[config.mk]
export PLATFORM = sky130hd
export DESIGN_NAME = mp_link_rx
export DESIGN_NICKNAME = d
export VERILOG_FILES = /design/src/rtl/mp_link_pkg.sv /design/src/rtl/mp_link_timeout.sv /design/src/rtl/mp_link_rx.sv
export SDC_FILE = /design/constraint.sdc
export NUM_CORES = 1
export LEC_CHECK = 0
export BUFFER_PORTS_ARGS = -buffer_cell sky130_fd_sc_hd__buf_2
export CAP_MARGIN = 20
export CORE_ASPECT_RATIO = 0.9
export CORE_MARGIN = 2
export CORE_UTILIZATION = 30
export CTS_BUF_LIST = sky130_fd_sc_hd__clkbuf_8
export CTS_CLUSTER_DIAMETER = 80
export DETAILED_ROUTE_END_ITERATION = 12
export GPL_TIMING_DRIVEN = 0
export PLACE_DENSITY_LB_ADDON = 0.3
export SKIP_CTS_REPAIR_TIMING = 1
export SLEW_MARGIN = 30
export SYNTH_ARGS = -nofsm -noshare
export SYNTH_HDL_FRONTEND = slang
export SYNTH_SLANG_ARGS = --single-unit
export TNS_END_PERCENT = 20
[constraint.sdc]
create_clock -name clk -period 2.64 [get_ports clk]
set_input_delay 0.66 -clock clk [delete_from_list [all_inputs] [get_ports clk]]
set_output_delay 0.66 -clock clk [all_outputs]
set_load 0.02 [all_outputs]
[src/rtl/mp_link_pkg.sv]
// Shared constants for the two-board multiplayer link: protocol characters,
// link state encoding and the default peer timeout.
package mp_link_pkg;

  // Protocol characters, shared with the transmit side.
  localparam logic [7:0] CHAR_READY = 8'h52;  // 'R'
  localparam logic [7:0] CHAR_LOST  = 8'h4C;  // 'L'

  // Default number of cycles without an 'R' before the ready count is dropped.
  localparam int unsigned PEER_TIMEOUT_DEFAULT = 50_000_000;

  // Link state encoding, also exported on link_state for debug LEDs.
  typedef enum logic [2:0] {
    ST_IDLE      = 3'd0,
    ST_WAIT_PEER = 3'd1,
    ST_PLAYING   = 3'd2,
    ST_WON       = 3'd3,
    ST_LOST      = 3'd4
  } link_state_e;

  // Increment an 8-bit count, sticking at 0xFF instead of wrapping.
  function automatic logic [7:0] sat_inc8(input logic [7:0] v);
    logic [7:0] r;
    if (v == 8'hFF) begin
      r = v;
    end else begin
      r = v + 8'd1;
    end
    return r;
  endfunction

endpackage

[src/rtl/mp_link_timeout.sv]
// Free-running cycle counter with synchronous clear. While enabled it counts
// 0..LIMIT-1; on the cycle it sits at LIMIT-1 it pulses expire and wraps to 0.
module mp_link_timeout #(
  parameter int unsigned LIMIT = 10,
  parameter int unsigned W     = 4
) (
  input  logic clk,
  input  logic rst,
  input  logic en,
  input  logic clr,
  output logic expire
);

  localparam logic [W-1:0] LAST = W'(LIMIT - 1);

  logic [W-1:0] cnt_q;
  logic [W-1:0] cnt_d;
  logic         at_last_s;

  assign at_last_s = (cnt_q == LAST);

  // Next count and expire pulse; clear wins over counting.
  always_comb begin
    cnt_d  = cnt_q;
    expire = 1'b0;
    if (clr) begin
      cnt_d = '0;
    end else if (en) begin
      if (at_last_s) begin
        cnt_d  = '0;
        expire = 1'b1;
      end else begin
        cnt_d = cnt_q + W'(1);
      end
    end else begin
      cnt_d = cnt_q;
    end
  end

  // Counter register.
  always_ff @(posedge clk) begin
    if (rst) begin
      cnt_q <= '0;
    end else begin
      cnt_q <= cnt_d;
    end
  end

endmodule

[src/rtl/mp_link_rx.sv]
// Receive-side decoder for the multiplayer link. Drains the UART receive FIFO
// one byte per cycle, decodes the peer's 'R' (ready) and 'L' (lost) characters
// and runs the match handshake: peer ready detection, game start pulse and
// victory flag.
// Optional build macro MP_LINK_ERRCNT_EN adds err_cnt, a saturating count of
// unexpected bytes seen outside IDLE.
module mp_link_rx
  import mp_link_pkg::*;
#(
  parameter int unsigned READY_COUNT  = 4,
  parameter int unsigned PEER_TIMEOUT = PEER_TIMEOUT_DEFAULT,
  parameter int unsigned TO_W         = 26
) (
  input  logic       clk,
  input  logic       rst,
  input  logic       rx_empty,
  input  logic [7:0] r_data,
  input  logic       multiplayer,
  input  logic       player_ready,
  input  logic       game_over,
  output logic       rd_uart,
  output logic       peer_seen,
  output logic       game_start,
  output logic       victory,
  output logic [2:0] link_state
`ifdef MP_LINK_ERRCNT_EN
  ,
  output logic [7:0] err_cnt
`endif
);

  localparam int unsigned RC_W = $clog2(READY_COUNT + 1);
  localparam logic [RC_W-1:0] RC_MAX = RC_W'(READY_COUNT);

  link_state_e     state_q;
  link_state_e     state_d;
  logic [RC_W-1:0] rdy_cnt_q;
  logic [RC_W-1:0] rdy_cnt_d;
  logic            pr_q;
  logic            victory_q;
  logic            victory_d;
  logic            game_start_q;
  logic            game_start_d;
  logic            peer_seen_q;
  logic            peer_seen_d;

  logic            pop_s;
  logic            byte_r_s;
  logic            byte_l_s;
  logic            byte_x_s;
  logic            pr_rise_s;
  logic            to_en_s;
  logic            to_clr_s;
  logic            to_expire_s;

  // A byte is taken whenever one is available; nothing is held back.
  assign pop_s     = ~rx_empty & ~rst;
  assign rd_uart   = pop_s;
  assign byte_r_s  = pop_s & (r_data == CHAR_READY);
  assign byte_l_s  = pop_s & (r_data == CHAR_LOST);
  assign byte_x_s  = pop_s & ~byte_r_s & ~byte_l_s;
  assign pr_rise_s = player_ready & ~pr_q;

  // The timeout only runs while waiting for the peer; any 'R', or anything
  // that is about to pull the FSM out of WAIT_PEER, restarts it from zero.
  assign to_en_s  = (state_q == ST_WAIT_PEER) & ~byte_r_s;
  assign to_clr_s = (state_q != ST_WAIT_PEER) | byte_r_s | ~multiplayer | ~player_ready;

  mp_link_timeout #(
    .LIMIT (PEER_TIMEOUT),
    .W     (TO_W)
  ) u_peer_timeout (
    .clk    (clk),
    .rst    (rst),
    .en     (to_en_s),
    .clr    (to_clr_s),
    .expire (to_expire_s)
  );

  // Handshake FSM next state, ready count and victory flag.
  always_comb begin
    state_d      = state_q;
    rdy_cnt_d    = rdy_cnt_q;
    victory_d    = victory_q;
    game_start_d = 1'b0;
    if (!multiplayer) begin
      state_d   = ST_IDLE;
      rdy_cnt_d = '0;
      victory_d = 1'b0;
    end else begin
      case (state_q)
        ST_IDLE: begin
          rdy_cnt_d = '0;
          victory_d = 1'b0;
          if (player_ready) begin
            state_d = ST_WAIT_PEER;
          end else begin
            state_d = ST_IDLE;
          end
        end
        ST_WAIT_PEER: begin
          // Withdrawing the local player aborts the wait, even if this very
          // byte would have completed the ready sequence.
          if (!player_ready) begin
            state_d   = ST_IDLE;
            rdy_cnt_d = '0;
          end else begin
            if (byte_r_s) begin
              if (rdy_cnt_q == RC_MAX) begin
                rdy_cnt_d = rdy_cnt_q;
              end else begin
                rdy_cnt_d = rdy_cnt_q + RC_W'(1);
              end
            end else if (byte_l_s | byte_x_s | to_expire_s) begin
              rdy_cnt_d = '0;
            end else begin
              rdy_cnt_d = rdy_cnt_q;
            end
            if (rdy_cnt_d == RC_MAX) begin
              state_d      = ST_PLAYING;
              game_start_d = 1'b1;
            end else begin
              state_d = ST_WAIT_PEER;
            end
          end
        end
        ST_PLAYING: begin
          // A local loss outranks a simultaneous 'L' from the peer.
          if (game_over) begin
            state_d = ST_LOST;
          end else if (byte_l_s) begin
            state_d   = ST_WON;
            victory_d = 1'b1;
          end else begin
            state_d = ST_PLAYING;
          end
        end
        ST_WON, ST_LOST: begin
          if (pr_rise_s) begin
            state_d   = ST_WAIT_PEER;
            rdy_cnt_d = '0;
            victory_d = 1'b0;
          end else begin
            state_d = state_q;
          end
        end
        default: begin
          state_d   = ST_IDLE;
          rdy_cnt_d = '0;
          victory_d = 1'b0;
        end
      endcase
    end
    peer_seen_d = (state_d == ST_PLAYING) |
                  ((state_d == ST_WAIT_PEER) & (rdy_cnt_d != '0));
  end

  // FSM state and registered outputs.
  always_ff @(posedge clk) begin
    if (rst) begin
      state_q      <= ST_IDLE;
      rdy_cnt_q    <= '0;
      pr_q         <= 1'b0;
      victory_q    <= 1'b0;
      game_start_q <= 1'b0;
      peer_seen_q  <= 1'b0;
    end else begin
      state_q      <= state_d;
      rdy_cnt_q    <= rdy_cnt_d;
      pr_q         <= player_ready;
      victory_q    <= victory_d;
      game_start_q <= game_start_d;
      peer_seen_q  <= peer_seen_d;
    end
  end

  assign link_state = state_q;
  assign peer_seen  = peer_seen_q;
  assign game_start = game_start_q;
  assign victory    = victory_q;

`ifdef MP_LINK_ERRCNT_EN
  logic [7:0] err_cnt_q;
  logic [7:0] err_cnt_d;

  // Unexpected-byte count; restarts on every entry to WAIT_PEER.
  always_comb begin
    err_cnt_d = err_cnt_q;
    if (!multiplayer) begin
      err_cnt_d = 8'd0;
    end else if ((state_d == ST_WAIT_PEER) && (state_q != ST_WAIT_PEER)) begin
      err_cnt_d = 8'd0;
    end else if (byte_x_s && (state_q != ST_IDLE)) begin
      err_cnt_d = sat_inc8(err_cnt_q);
    end else begin
      err_cnt_d = err_cnt_q;
    end
  end

  // Error counter register.
  always_ff @(posedge clk) begin
    if (rst) begin
      err_cnt_q <= 8'd0;
    end else begin
      err_cnt_q <= err_cnt_d;
    end
  end

  assign err_cnt = err_cnt_q;
`endif

endmodule

# Word-level counts from Yosys, hierarchy flattened
# Index checks and enable logic that the tools add are counted.
[op_classes]
addsub = 2
n_eq_ne = 15
mux = 27
bitwise_logic = 22
reduce_logical = 7
[ops]
columns = ["op", "n"]
rows = [
  ["3-bit two-way mux", 12],
  ["26-bit by 1-bit adder with 26-bit output (second input constant)", 1],
  ["26-bit == test (second input constant)", 1],
  ["26-bit two-way mux", 1],
  ["8-bit by 7-bit == test with 1-bit output (second input constant)", 2],
  ["3-bit case mux with 4 select lines", 1],
  ["3-bit by 2-bit == test with 1-bit output (second input constant)", 3],
  ["3-bit == test (second input constant)", 3],
  ["1-bit two-way mux", 9],
  ["3-bit case mux with 3 select lines", 1],
  ["1-bit AND", 8],
  ["1-bit NOT", 8],
  ["3-bit by 1-bit == test with 1-bit output (second input constant)", 2],
  ["2-bit != test (second input constant)", 3],
  ["1-bit OR", 6],
  ["2-bit OR reduction", 3],
  ["2-bit two-way mux", 2],
  ["4-bit AND reduction", 1],
  ["4-bit OR reduction", 1],
  ["3-bit by 1-bit adder with 3-bit output (second input constant)", 1],
  ["3-bit zero test", 1],
  ["3-bit by 1-bit != test with 1-bit output (second input constant)", 1],
  ["1-bit case mux with 3 select lines", 1],
  ["3-bit nonzero test", 1],
]
[totals]
reg_bits = 36
in_bits = 14
output_inout_bits = 7
elab_cells = 80

# Logic depth before layout (Yosys ltp)
# Gate-level depths: netlist of the first run.
[logic_depth]
word_depth = 21
depth_mapped = 9

# Modules after synthesis
# A second synthesis of the first run with hierarchy kept.
[hier_totals]
cells_unflattened = 242
area_unflattened_um2 = 2067.0
[by_module_without_submodules]
columns = ["mod", "n_inst", "cells_each", "area_each_um2", "seq_area_each_um2"]
rows = [
  ["mp_link_timeout", 1, 155, 1355.0, 520.5],
  ["mp_link_rx", 1, 87, 711.9, 200.2],
]

# Worst setup path after synthesis of the first run
# No wires, ideal clock.
[synth_path]
kind = "input to register"
start = "input port r_data[0]"
end = "register u_peer_timeout.cnt_q[12]"
setup_ps = 115
arrival_time_ps = 2227
setup_slack_ps = 298
cell_stages = 9
cell_sequence = "or4b_1 -> buf_2 -> nor3_4 -> nor2_1 -> nand3_1 -> or2_1 -> buf_2 -> buf_6 -> nor2_1"
[synth_between]
elab_chain_len = 6
word_cells_on_any_way = 8
classes_between = "eq/ne: 1; bitwise: 6; reduce/logical: 1"
[synth_rtl]
columns = ["item", "line_no", "source"]
rows = [
  ["start, declared", "mp_link_rx.sv:17", "input logic [7:0] r_data,"],
  ["8-bit by 7-bit == test with 1-bit output (*)", "mp_link_rx.sv:59", "assign byte_r_s = pop_s & (r_data == CHAR_READY);"],
  ["1-bit AND (*)", "mp_link_rx.sv:59", ""],
  ["1-bit OR (3 in series)", "mp_link_rx.sv:67", "assign to_clr_s = (state_q != ST_WAIT_PEER) | byte_r_s | ~multiplayer | ~player_ready;"],
  ["2-bit OR reduction (no source line)", "-", ""],
  ["end signal, assigned", "mp_link_timeout.sv:45", "cnt_q <= cnt_d;"],
  ["end, declared", "mp_link_timeout.sv:16", "logic [W-1:0] cnt_q;"],
]
# Every way passes the cells marked *; elsewhere a longest branch is shown, timed or not.
# A chain may end at the register's enable or synchronous reset.

# Worst setup path in the final report of the first run
[layout_path]
start = "input port rst"
end = "register peer_seen_q (netlist: peer_seen)"
[layout_between]
elab_chain_len = 21
word_cells_on_any_way = 36
classes_between = "eq/ne: 3; mux: 16; bitwise: 16; reduce/logical: 1"
[layout_rtl]
columns = ["item", "line_no", "source"]
rows = [
  ["start, declared", "mp_link_rx.sv:15", "input logic rst,"],
  ["1-bit NOT", "mp_link_rx.sv:57", "assign pop_s = ~rx_empty & ~rst;"],
  ["1-bit AND", "mp_link_rx.sv:57", ""],
  ["1-bit AND", "mp_link_rx.sv:59", ""],
  ["1-bit OR or 1-bit NOT (tied branches)", "mp_link_rx.sv:67, mp_link_rx.sv:61, mp_link_rx.sv:66", ""],
  ["1-bit OR, or another cell as far along (2 in series)", "mp_link_rx.sv:67", ""],
  ["1-bit two-way mux or 1-bit OR (tied branches)", "mp_link_timeout.sv:26, mp_link_rx.sv:114", ""],
  ["1-bit OR", "mp_link_rx.sv:114", "end else if (byte_l_s | byte_x_s | to_expire_s) begin"],
  ["3-bit two-way mux", "mp_link_rx.sv:114", ""],
  ["(+4 left out)", "-", ""],
  ["3-bit == test", "mp_link_rx.sv:119", "if (rdy_cnt_d == RC_MAX) begin"],
  ["2-bit two-way mux", "mp_link_rx.sv:119", ""],
  ["2-bit two-way mux", "mp_link_rx.sv:104", "if (!player_ready) begin"],
  ["3-bit case mux with 4 select lines", "mp_link_rx.sv:91", "case (state_q)"],
  ["3-bit two-way mux", "mp_link_rx.sv:86", "if (!multiplayer) begin"],
  ["3-bit by 1-bit == test with 1-bit output", "mp_link_rx.sv:155", "((state_d == ST_WAIT_PEER) & (rdy_cnt_d != '0));"],
  ["1-bit AND", "mp_link_rx.sv:155", ""],
  ["1-bit OR", "mp_link_rx.sv:154", "peer_seen_d = (state_d == ST_PLAYING) |"],
  ["end signal, assigned", "mp_link_rx.sv:173", "peer_seen_q <= peer_seen_d;"],
  ["end, declared", "mp_link_rx.sv:44", "logic peer_seen_q;"],
]
# Parallel ways exist; a longest one is shown, timed or not. The select of a mux whose other input is x is not followed.

==> impl_results.md, run 1 <==
* Total power per unit cell area at 520.9 mW/mm^2
* Number of placed I/O pins at 21
* Flip-flop and latch count after synthesis at 36
* Number of DRC markers in iteration 0 at 96
* Placeable core region at 0.006586 mm^2
* H-tree levels at 2
* Aggregate global routing overflow at 0
* X dimension of the die at 91.23 um
* Post-synthesis cell type count at 56
* Effective utilization at floorplan at 31.19%
* Leakage at 0.7658 nW
* Kind of start point of the critical path: primary input
* Antenna violations before repair at 0
* Share of cells above drive strength 1 at 17.50%
* Largest fanout on the critical path at 10
* Root buffer cell: sky130_fd_sc_hd__clkbuf_8
* Number of global-route vias before repair at 1681
* Global-route wire length before repair at 7900 um
* Category of the worst setup path capture point: flop
* Clock tree from TritonCTS: done
* Fmax at 0.4062 GHz
* Antenna diode count at 0
* Detailed-routing iteration count for the pre-antenna-repair pass at 4
* Half-perimeter wire length of the detailed placement result at 3388 um
* Number of flops mapped to enable cells by yosys at 0
* Synthesized-area fraction occupied by and/or/nand/nor cells at 37.88%
* Register-to-register setup slack at 0.18 ns
* Finish-stage setup viols at 0
* Maximum number of pins on one net before global-route repair at 13
* Mapped cell area at 0.002054 mm^2
* Later-pin clock latency in the skew report at 0.29 ns
* Global-route usage over all layers at 13.08%
* Slew at the pin closest to its max-slew limit at 0.5450 ns
* Combinational family with the most area after synthesis: simple AND/OR/NAND/NOR gates
* Capture instance of the worst register-to-register path: peer_seen
* Most frequently used flop master after synthesis: sky130_fd_sc_hd__dfxtp_1
* Worst-case clock buffer depth at 2
* Share of synthesized flip-flops with an asynchronous set or reset at 0%
* Most common library cell in the layout ignoring fill and taps: sky130_fd_sc_hd__nor2_1
* Mean area per synthesized cell at 8.153 um^2
* Logic depth of the worst register-to-register path at 7
* Post-detailed-routing wire length at 4517 um
* Hold-critical path endpoint: u_peer_timeout.cnt_q[0]
* Clk sink count at 36
* Period Utilization, post-route at 93.25%
* Startpoint of the worst hold path: u_peer_timeout.cnt_q[0]
* Syn. warnings at 0
* Antenna Violating Nets Remaining at 0
* Multiplexer fraction of the synthesized cell area at 0.4872%
* Fraction of the mapped netlist area in compound gates at 10.78%
* P&R area growth vs syn at 18.82%
* Relative slew margins at 63.61%
* Shortest clock period the worst path allows after layout at 2.462 ns
* Startpoint-to-endpoint class of the critical path: in2reg
* TritonCTS Buffers at 5
* Post-synthesis net count at 269
* Number of vias per cell at 4.986
* Worst hold-check path type: reg2reg
* Final number of hold-violating endpoints at 0
* Xor/xnor share of the synthesized area at 10.23%
* Clock input transition at the sequential cells of the worst setup and hold paths at 0.07 ns
* Required arrival time at the worst endpoint at 2.79 ns
* Number of cell rows at 28
* Top library cells by usage in the layout, fill and taps aside: sky130_fd_sc_hd__nor2_1, sky130_fd_sc_hd__dfxtp_1, sky130_fd_sc_hd__buf_2
* Cell count after synthesis at 252
* Gp weighted congestion at 0.9130
* Final worst clock skew at 0.008933 ns
* Max Slew Vio Count at 0
* Hold Path Depth at 1
* Post-route cell area at 0.002441 mm^2
* RSZ-0062 raised after global routing: yes
* Total number of vias at 1845
* Max Cap Viol at 0
* Vertical die dimension at 82.51 um
* Worst R2R Start: link_state[2]
* Port Buffer Count at 20
* Average routed wire per standard cell at 12.21 um
* Largest voltage drop on the vdd net at 0.2909 mV
* Placed Instance Area at 0.002267 mm^2
* Seq/Total Area, Yosys at 35.08%
* Post-route DRC violation count at 0
* Total Die Area at 0.007527 mm^2
* Post-Route Hold Slack at 0.4512 ns
* Arithmetic-cell share of the synthesized area counting full adders, half adders and majority gates at 1.827%
* Result of the run: finished, final reports clean
* NumNets Final at 296
* Arrival time at the worst endpoint at 2.61 ns
==> through the flow <==
step	worst slack, ns	power (mW)	TNS (ns)	util (%)	std cells
after global routing	-0.03674	1.317	-0.03674	37.06	370
final	0.1783	1.272	0	37.06	370
after floorplan	0.2984	0.5859	0	-	252
after global placement	-0.1498	0.6072	-1.211	34.42	362
after CTS	0.05902	1.290	0	36.84	370
after detailed placement	-0.1386	0.6077	-0.9933	34.42	362
==> layer usage <==
| metal | vias up | share of wire [%] | global-route usage, % |
|---|---|---|---|
| met4 | 0 | 1.7 | 5.303 |
| met1 | 860 | 50 | 17.71 |
| met3 | 7 | 4.2 | 3.176 |
| met2 | 29 | 44 | 20.15 |
| met5 | - | 0 | 0 |
| li1 | 949 | - | - |
==> cell usage after synthesis (all sizes together) (2+ instances only) <==
cell type / number / area, um^2
or2: 4 / 25.03
buf: 7 / 50.05
or4: 4 / 30.03
ha: 3 / 37.54
dfxtp: 36 / 720.7
o31ai: 2 / 15.01
nor4: 4 / 31.28
or3b: 3 / 26.28
xnor2: 16 / 140.1
inv: 6 / 22.52
and3: 4 / 25.02
o21ai: 7 / 35.03
a31oi: 2 / 12.51
nor2: 47 / 176.4
nand3: 11 / 55.05
nor3b: 2 / 26.28
nor3: 8 / 61.31
nor2b: 6 / 37.54
xor2: 8 / 70.07
a21oi: 10 / 50.05
nand4: 12 / 75.07
o211ai: 2 / 15.01
and4: 4 / 35.03
nand2: 21 / 78.83
==> cell families (layout without fill, tap and decap cells) <==
logic type               Yosys count  count (layout)
XOR/XNOR                          24              24
flip-flops                        36              36
buffers and inverters             14              42
AND/OR/NAND/NOR                  141             141
AO/OA/AOI/OAI                     33              33
multiplexers                       1               1
adder cells (fa/ha/maj)            3               3
==> critical path, cell delays in order <==
cell and delay, ns:
sky130_fd_sc_hd__buf_2 0.15, sky130_fd_sc_hd__or2_2 0.12, sky130_fd_sc_hd__buf_2 0.17, sky130_fd_sc_hd__nor3_4 0.10, sky130_fd_sc_hd__nor4_2 0.53, sky130_fd_sc_hd__o31ai_1 0.17, sky130_fd_sc_hd__a2111oi_1 0.57, sky130_fd_sc_hd__a21oi_1 0.14
==> worst max-delay path by stage <==
| stage | from | endpoint | slack, ns | cells after the start |
|---|---|---|---|---|
| 2_1_floorplan | r_data[0] | u_peer_timeout.cnt_q[12] | 0.30 | 9 |
| 3_3_place_gp | rst | peer_seen | -0.15 | 8 |
| 3_5_place_dp | rst | peer_seen | -0.14 | 8 |
| 4_1_cts | link_state[2] | peer_seen | 0.06 | 7 |
| 5_1_grt | link_state[2] | peer_seen | -0.04 | 7 |
| 6_report | rst | peer_seen | 0.18 | 8 |
==> layout make-up <==
type,instances,area (um^2)
Buffer,8,53.80
Clock buffer,5,68.82
Clock inverter,3,90.09
Fill cell,712,4145
Inverter,6,22.52
Multi-Input combinational cell,202,1272
Sequential cell,36,720.7
Tap cell,90,112.6
Timing Repair Buffer,20,100.1
==> report_power, final <==
part / internal, mW / switching [mW] / total [mW]
sequential: 0.544 / 0.000921 / 0.545
clock: 0.473 / 0.204 / 0.677
combinational: 0.0204 / 0.0295 / 0.0499
total: 1.04 / 0.234 / 1.27
==> state kept, by name, indices dropped and copies added, names as in the netlist <==
name	flops
game_start	1
link_state	3
peer_seen	1
pr_q	1
rdy_cnt_q	3
u_peer_timeout.cnt_q	26
victory	1
Note: power is estimated with default switching activity, not from simulation.
==> run 2, diff against run 1 <==
--- a/config.mk
+++ b/config.mk
@@ -14,7 +14,6 @@
 export CTS_CLUSTER_DIAMETER = 80
 export DETAILED_ROUTE_END_ITERATION = 12
 export GPL_TIMING_DRIVEN = 0
-export PLACE_DENSITY_LB_ADDON = 0.3
 export SKIP_CTS_REPAIR_TIMING = 1
 export SLEW_MARGIN = 30
 export SYNTH_ARGS = -nofsm -noshare
==> impl_results.md, run 2 (same netlist as run 1, synthesis figures left out) <==
* Result of the run: finished, final reports clean
* Total power draw at 0.9930 mW
* Placeable core region at 0.006586 mm^2
* Fmax at 0.3984 GHz
* Clock tree from TritonCTS: done
* Fraction of the core area covered by cells at the end of the flow at 35.85%
* Worst R2R Start: link_state[2]
* Gp weighted congestion at 0.8207
* Fillcell total at 741
* Vertical die dimension at 82.51 um
* Average routed wire per standard cell at 11.98 um
* Worst hold-check path type: reg2reg
* Required arrival time at the worst endpoint at 2.78 ns
* Category of the worst setup path capture point: flop
* Arrival time at the worst endpoint at 2.65 ns
* Most common library cell in the layout ignoring fill and taps: sky130_fd_sc_hd__nor2_1
* Post-detailed-routing wire length at 4434 um
* Port Buffer Count at 20
* Maximum number of pins on one net before global-route repair at 12
* Largest voltage drop on the vdd net at 0.1773 mV
* Slew at the pin closest to its max-slew limit at 0.5458 ns
* Combinational fraction of design power at 5.0%
* Net switching power figure at 0.2202 mW
* Total power per unit cell area at 420.6 mW/mm^2
* Amount of wire on met3 after detailed routing at 108 um
* Antenna diode count at 0
* Number of global-route vias before repair at 1700
* Hold-critical path endpoint: u_peer_timeout.cnt_q[0]
* NumNets Final at 296
* Root buffer cell: sky130_fd_sc_hd__clkbuf_8
* RSZ-0062 raised after global routing: no
* Number of placed I/O pins at 21
* Met2 layer wire length in the routed design at 1918 um
* Number of vias per cell at 4.957
* Effective utilization at floorplan at 31.19%
* Total number of vias at 1834
* Post-route DRC violation count at 0
* Max Slew Vio Count at 0
* Leakage at 0.7381 nW
* Shortest clock period the worst path allows after layout at 2.510 ns
* Hold Path Depth at 1
* Placed Instance Area at 0.002267 mm^2
* Final number of hold-violating endpoints at 0
* Uppermost layer routed: met4
* Share of cells above drive strength 1 at 16.79%
* Clock input transition at the sequential cells of the worst setup and hold paths at 0.07 ns
* Finish-stage setup viols at 0
* Logic depth of the worst register-to-register path at 7
* Total Negative Setup Slacks at 0 ns
* Largest fanout on the critical path at 10
* Kind of start point of the critical path: flop
* Wl on met1 at 2356 um
* Global-route usage over all layers at 13.18%
* Startpoint-to-endpoint class of the critical path: reg2reg
* Post-route cell area at 0.002361 mm^2
* Global-route wire length before repair at 7907 um
* Antenna violations before repair at 0
* Clk sink count at 36
* Relative slew margins at 63.52%
* Final non-filler cell total at 370
* Max Cap Viol at 0
* Internal power at 0.7728 mW
* Later-pin clock latency in the skew report at 0.29 ns
* Final worst clock skew at 0.006410 ns
* Top library cells by usage in the layout, fill and taps aside: sky130_fd_sc_hd__nor2_1, sky130_fd_sc_hd__dfxtp_1, sky130_fd_sc_hd__buf_2
* Register-to-register setup slack at 0.13 ns
* Period Utilization, post-route at 95.07%
* P&R area growth vs syn at 14.92%
* Max FFs per register at 26
* X dimension of the die at 91.23 um
* Startpoint of the worst hold path: u_peer_timeout.cnt_q[0]
* Aggregate global routing overflow at 0
* Antenna Violating Nets Remaining at 0
* Source of the critical timing path: link_state[2]
* Worst-case clock buffer depth at 2
* Capture instance of the worst register-to-register path: peer_seen
* H-tree levels at 2
* Total Die Area at 0.007527 mm^2
* Clock power share at 40.1%
* Number of DRC markers in iteration 0 at 109
* Detailed-routing iteration count for the pre-antenna-repair pass at 4
* Number of cell rows at 28
* TritonCTS Buffers at 5
* Switching share of total power at 22.17%
* Placed cells at 362
* Most flops, register: u_peer_timeout.cnt_q
* Half-perimeter wire length of the detailed placement result at 3365 um
* Portion of total power attributed to sequential cells at 54.9%
==> run 2: final cells by class <==
type	count	area [um^2]	share of cell area, %
clock buffers	6	82.58	3.498
inverters	6	22.52	0.9539
multi-input cells	202	1259	53.31
plain buffers	8	53.80	2.279
flip-flops and latches	36	720.7	30.52
well taps	90	112.6	4.769
clock inverters	2	10.01	0.4240
repair buffers	20	100.1	4.240
==> run 2: worst max path at each step <==
stage,to
4_1_cts,peer_seen
2_1_floorplan,u_peer_timeout.cnt_q[12]
5_1_grt,peer_seen
6_report,peer_seen
3_5_place_dp,peer_seen
3_3_place_gp,peer_seen
==> run 2: routing by layer <==
metal | vias up | track usage, %
met3 | 4 | 2.722
met2 | 22 | 19.78
met4 | 0 | 5.455
li1 | 958 | -
met5 | - | 0
met1 | 850 | 18.51
==> run 2: critical path, stage by stage (launching register included) <==
cell and delay, ns:
sky130_fd_sc_hd__dfxtp_1 0.31, sky130_fd_sc_hd__buf_4 0.16, sky130_fd_sc_hd__nor3b_4 0.33, sky130_fd_sc_hd__nand4_1 0.23, sky130_fd_sc_hd__nor4_1 0.46, sky130_fd_sc_hd__o32ai_1 0.19, sky130_fd_sc_hd__a2111oi_1 0.53, sky130_fd_sc_hd__a21oi_1 0.15
==> run 2: power by group through the flow <==
stage	sequential [mW]	combinational (mW)	clock, mW
after floorplan	0.558	0.0276	0
after global placement	0.558	0.0494	0
after detailed placement	0.558	0.0496	0
after CTS	0.545	0.0497	0.415
after global routing	0.545	0.0557	0.441
final	0.545	0.0498	0.398
==> run 2: through the flow <==
stage                     setup WS (ns)  hold WS (ns)
after floorplan                  0.2984        0.4184
after global placement          -0.1576        0.4363
after detailed placement        -0.2149        0.4437
after CTS                       0.04135        0.4554
after global routing            0.04588        0.4820
final                            0.1300        0.4504
==> run 3, diff against run 2 <==
--- a/config.mk
+++ b/config.mk
@@ -7,6 +7,8 @@
 export LEC_CHECK = 0
 export BUFFER_PORTS_ARGS = -buffer_cell sky130_fd_sc_hd__buf_2
 export CAP_MARGIN = 20
+export CELL_PAD_IN_SITES_DETAIL_PLACEMENT = 1
+export CELL_PAD_IN_SITES_GLOBAL_PLACEMENT = 2
 export CORE_ASPECT_RATIO = 0.9
 export CORE_MARGIN = 2
 export CORE_UTILIZATION = 30
@@ -14,6 +16,7 @@
 export CTS_CLUSTER_DIAMETER = 80
 export DETAILED_ROUTE_END_ITERATION = 12
 export GPL_TIMING_DRIVEN = 0
+export PLACE_DENSITY_LB_ADDON = 0.1
 export SKIP_CTS_REPAIR_TIMING = 1
 export SLEW_MARGIN = 30
 export SYNTH_ARGS = -nofsm -noshare
==> impl_results.md, run 3 (same netlist as run 1, synthesis figures left out) <==
* Post-detailed-routing wire length at 5446 um
* P&R area growth vs syn at 15.41%
* Root buffer cell: sky130_fd_sc_hd__clkbuf_8
* Max Slew Vio Count at 0
* Average routed wire per standard cell at 14.68 um
* Effective utilization at floorplan at 31.19%
* Total power draw at 1.000 mW
* X dimension of the die at 91.23 um
* Startpoint of the worst hold path: u_peer_timeout.cnt_q[0]
* Max FFs per register at 26
* Kind of start point of the critical path: primary input
* Highest-utilization routing layer at the global route stage: met2
* Arrival time at the worst endpoint at 2.70 ns
* Net switching power figure at 0.2301 mW
* Register-to-register setup slack at 0.20 ns
* Hold Path Depth at 1
* Port Buffer Count at 20
* Clock power share at 40.3%
* Gp weighted congestion at 0.7746
* Capture instance of the worst register-to-register path: peer_seen
* Total Negative Setup Slacks at 0 ns
* Finish-stage setup viols at 0
* RSZ-0062 raised after global routing: yes
* Hold-critical path endpoint: u_peer_timeout.cnt_q[0]
* Later-pin clock latency in the skew report at 0.28 ns
* Aggregate global routing overflow at 0
* Slew at the pin closest to its max-slew limit at 0.5553 ns
* Number of placed I/O pins at 21
* Largest voltage drop on the vdd net at 0.1711 mV
* Total Die Area at 0.007527 mm^2
* Number of DRC markers in iteration 0 at 66
* Global-route wire length before repair at 9639 um
* Placed cells at 362
* Logic depth of the worst register-to-register path at 7
* Antenna violations before repair at 0
* Final worst clock skew at 0.003651 ns
* Total power per unit cell area at 421.7 mW/mm^2
* Startpoint-to-endpoint class of the critical path: in2reg
* Global routing usage on met3 at 3.539%
* Relative slew margins at 62.67%
* Reg area at 720.7 um^2
* Antenna diode count at 0
* Number of global-route vias before repair at 1936
* Post-Route Hold Slack at 0.4670 ns
* Number of cell rows at 28
* Placeable core region at 0.006586 mm^2
* Largest fanout on the critical path at 8
* Antenna Violating Nets Remaining at 0
* Maximum number of pins on one net before global-route repair at 11
* Internal power at 0.7699 mW
* Most flops, register: u_peer_timeout.cnt_q
* NumNets Final at 297
* Clock input transition at the sequential cells of the worst setup and hold paths at 0.07 ns
* Worst hold-check path type: reg2reg
* Final number of hold-violating endpoints at 0
* Clk sink count at 36
* Most common library cell in the layout ignoring fill and taps: sky130_fd_sc_hd__nor2_1
* Worst R2R Start: link_state[2]
* H-tree levels at 2
* Leakage at 0.7471 nW
* Period Utilization, post-route at 94.01%
* Required arrival time at the worst endpoint at 2.86 ns
* Combinational fraction of design power at 5.2%
* Switching share of total power at 23.01%
* Global-route usage over all layers at 16.17%
* Portion of total power attributed to sequential cells at 54.5%
* Detailed-routing iteration count for the pre-antenna-repair pass at 5
* Top library cells by usage in the layout, fill and taps aside: sky130_fd_sc_hd__nor2_1, sky130_fd_sc_hd__dfxtp_1, sky130_fd_sc_hd__buf_2
* Total number of vias at 1889
* Final non-filler cell total at 371
* Vertical die dimension at 82.51 um
* Number of vias per cell at 5.092
* Area taken by multi-input logic gates at 0.001264 mm^2
* Post-route DRC violation count at 0
* Category of the worst setup path capture point: flop
* Shortest clock period the worst path allows after layout at 2.482 ns
* Half-perimeter wire length of the detailed placement result at 4185 um
* Clock tree from TritonCTS: done
* GR Layer Usage met2 at 25.11%
* Worst-case clock buffer depth at 2
* TritonCTS Buffers at 5
* Fmax at 0.4029 GHz
* Share of cells above drive strength 1 at 16.73%
* Met1 layer usage reported by global route at 22.89%
* Result of the run: finished, final reports clean
* Fillcell total at 848
* Max Cap Viol at 0
==> run 3: how the worst max path moves through the flow <==
stage / start / end / cells after the start
after floorplan: r_data[0] / u_peer_timeout.cnt_q[12] / 9
after detailed placement: r_data[0] / u_peer_timeout.cnt_q[13] / 10
after global placement: r_data[0] / u_peer_timeout.cnt_q[11] / 10
after CTS: r_data[0] / u_peer_timeout.cnt_q[13] / 10
final: r_data[0] / peer_seen / 9
after global routing: link_state[2] / peer_seen / 7
==> run 3: power groups by stage <==
stage / combinational [mW] / clock, mW / sequential, mW
after global routing: 0.0583 / 0.447 / 0.545
after CTS: 0.0521 / 0.426 / 0.545
after floorplan: 0.0276 / 0 / 0.558
final: 0.0516 / 0.403 / 0.545
after detailed placement: 0.0520 / 0 / 0.558
after global placement: 0.0515 / 0 / 0.558
==> run 3: final cells by class <==
class / count / area share (%)
repair buffers: 21 / 4.538
flip-flops and latches: 36 / 30.40
well taps: 90 / 4.749
plain buffers: 8 / 2.269
inverters: 6 / 0.9499
multi-input cells: 202 / 53.30
clock inverters: 2 / 0.3166
clock buffers: 6 / 3.483
==> run 3: metrics by stage <==
step / util (%) / instance area [um^2] / setup slack [ns]
2_1_floorplan: - / 2054 / 0.2984
3_3_place_gp: 34.42 / 2267 / -0.1347
3_5_place_dp: 34.42 / 2267 / -0.1528
4_1_cts: 35.79 / 2357 / 0.1565
5_1_grt: 36.00 / 2371 / -0.03273
6_report: 36.00 / 2371 / 0.1582
==> run 3: worst max-delay path, cell delays in order <==
cell	delay, ns
sky130_fd_sc_hd__buf_2	0.09
sky130_fd_sc_hd__or4b_1	0.49
sky130_fd_sc_hd__buf_2	0.19
sky130_fd_sc_hd__nor3_4	0.36
sky130_fd_sc_hd__buf_4	0.20
sky130_fd_sc_hd__a22oi_1	0.07
sky130_fd_sc_hd__o32ai_1	0.33
sky130_fd_sc_hd__a2111oi_0	0.14
sky130_fd_sc_hd__a21oi_1	0.15
==> run 3: metal layers <==
layer | up-vias | routed length (um)
met5 | - | 0
met4 | 0 | 46
met3 | 5 | 201
met2 | 32 | 2239
met1 | 901 | 2959
li1 | 951 | -
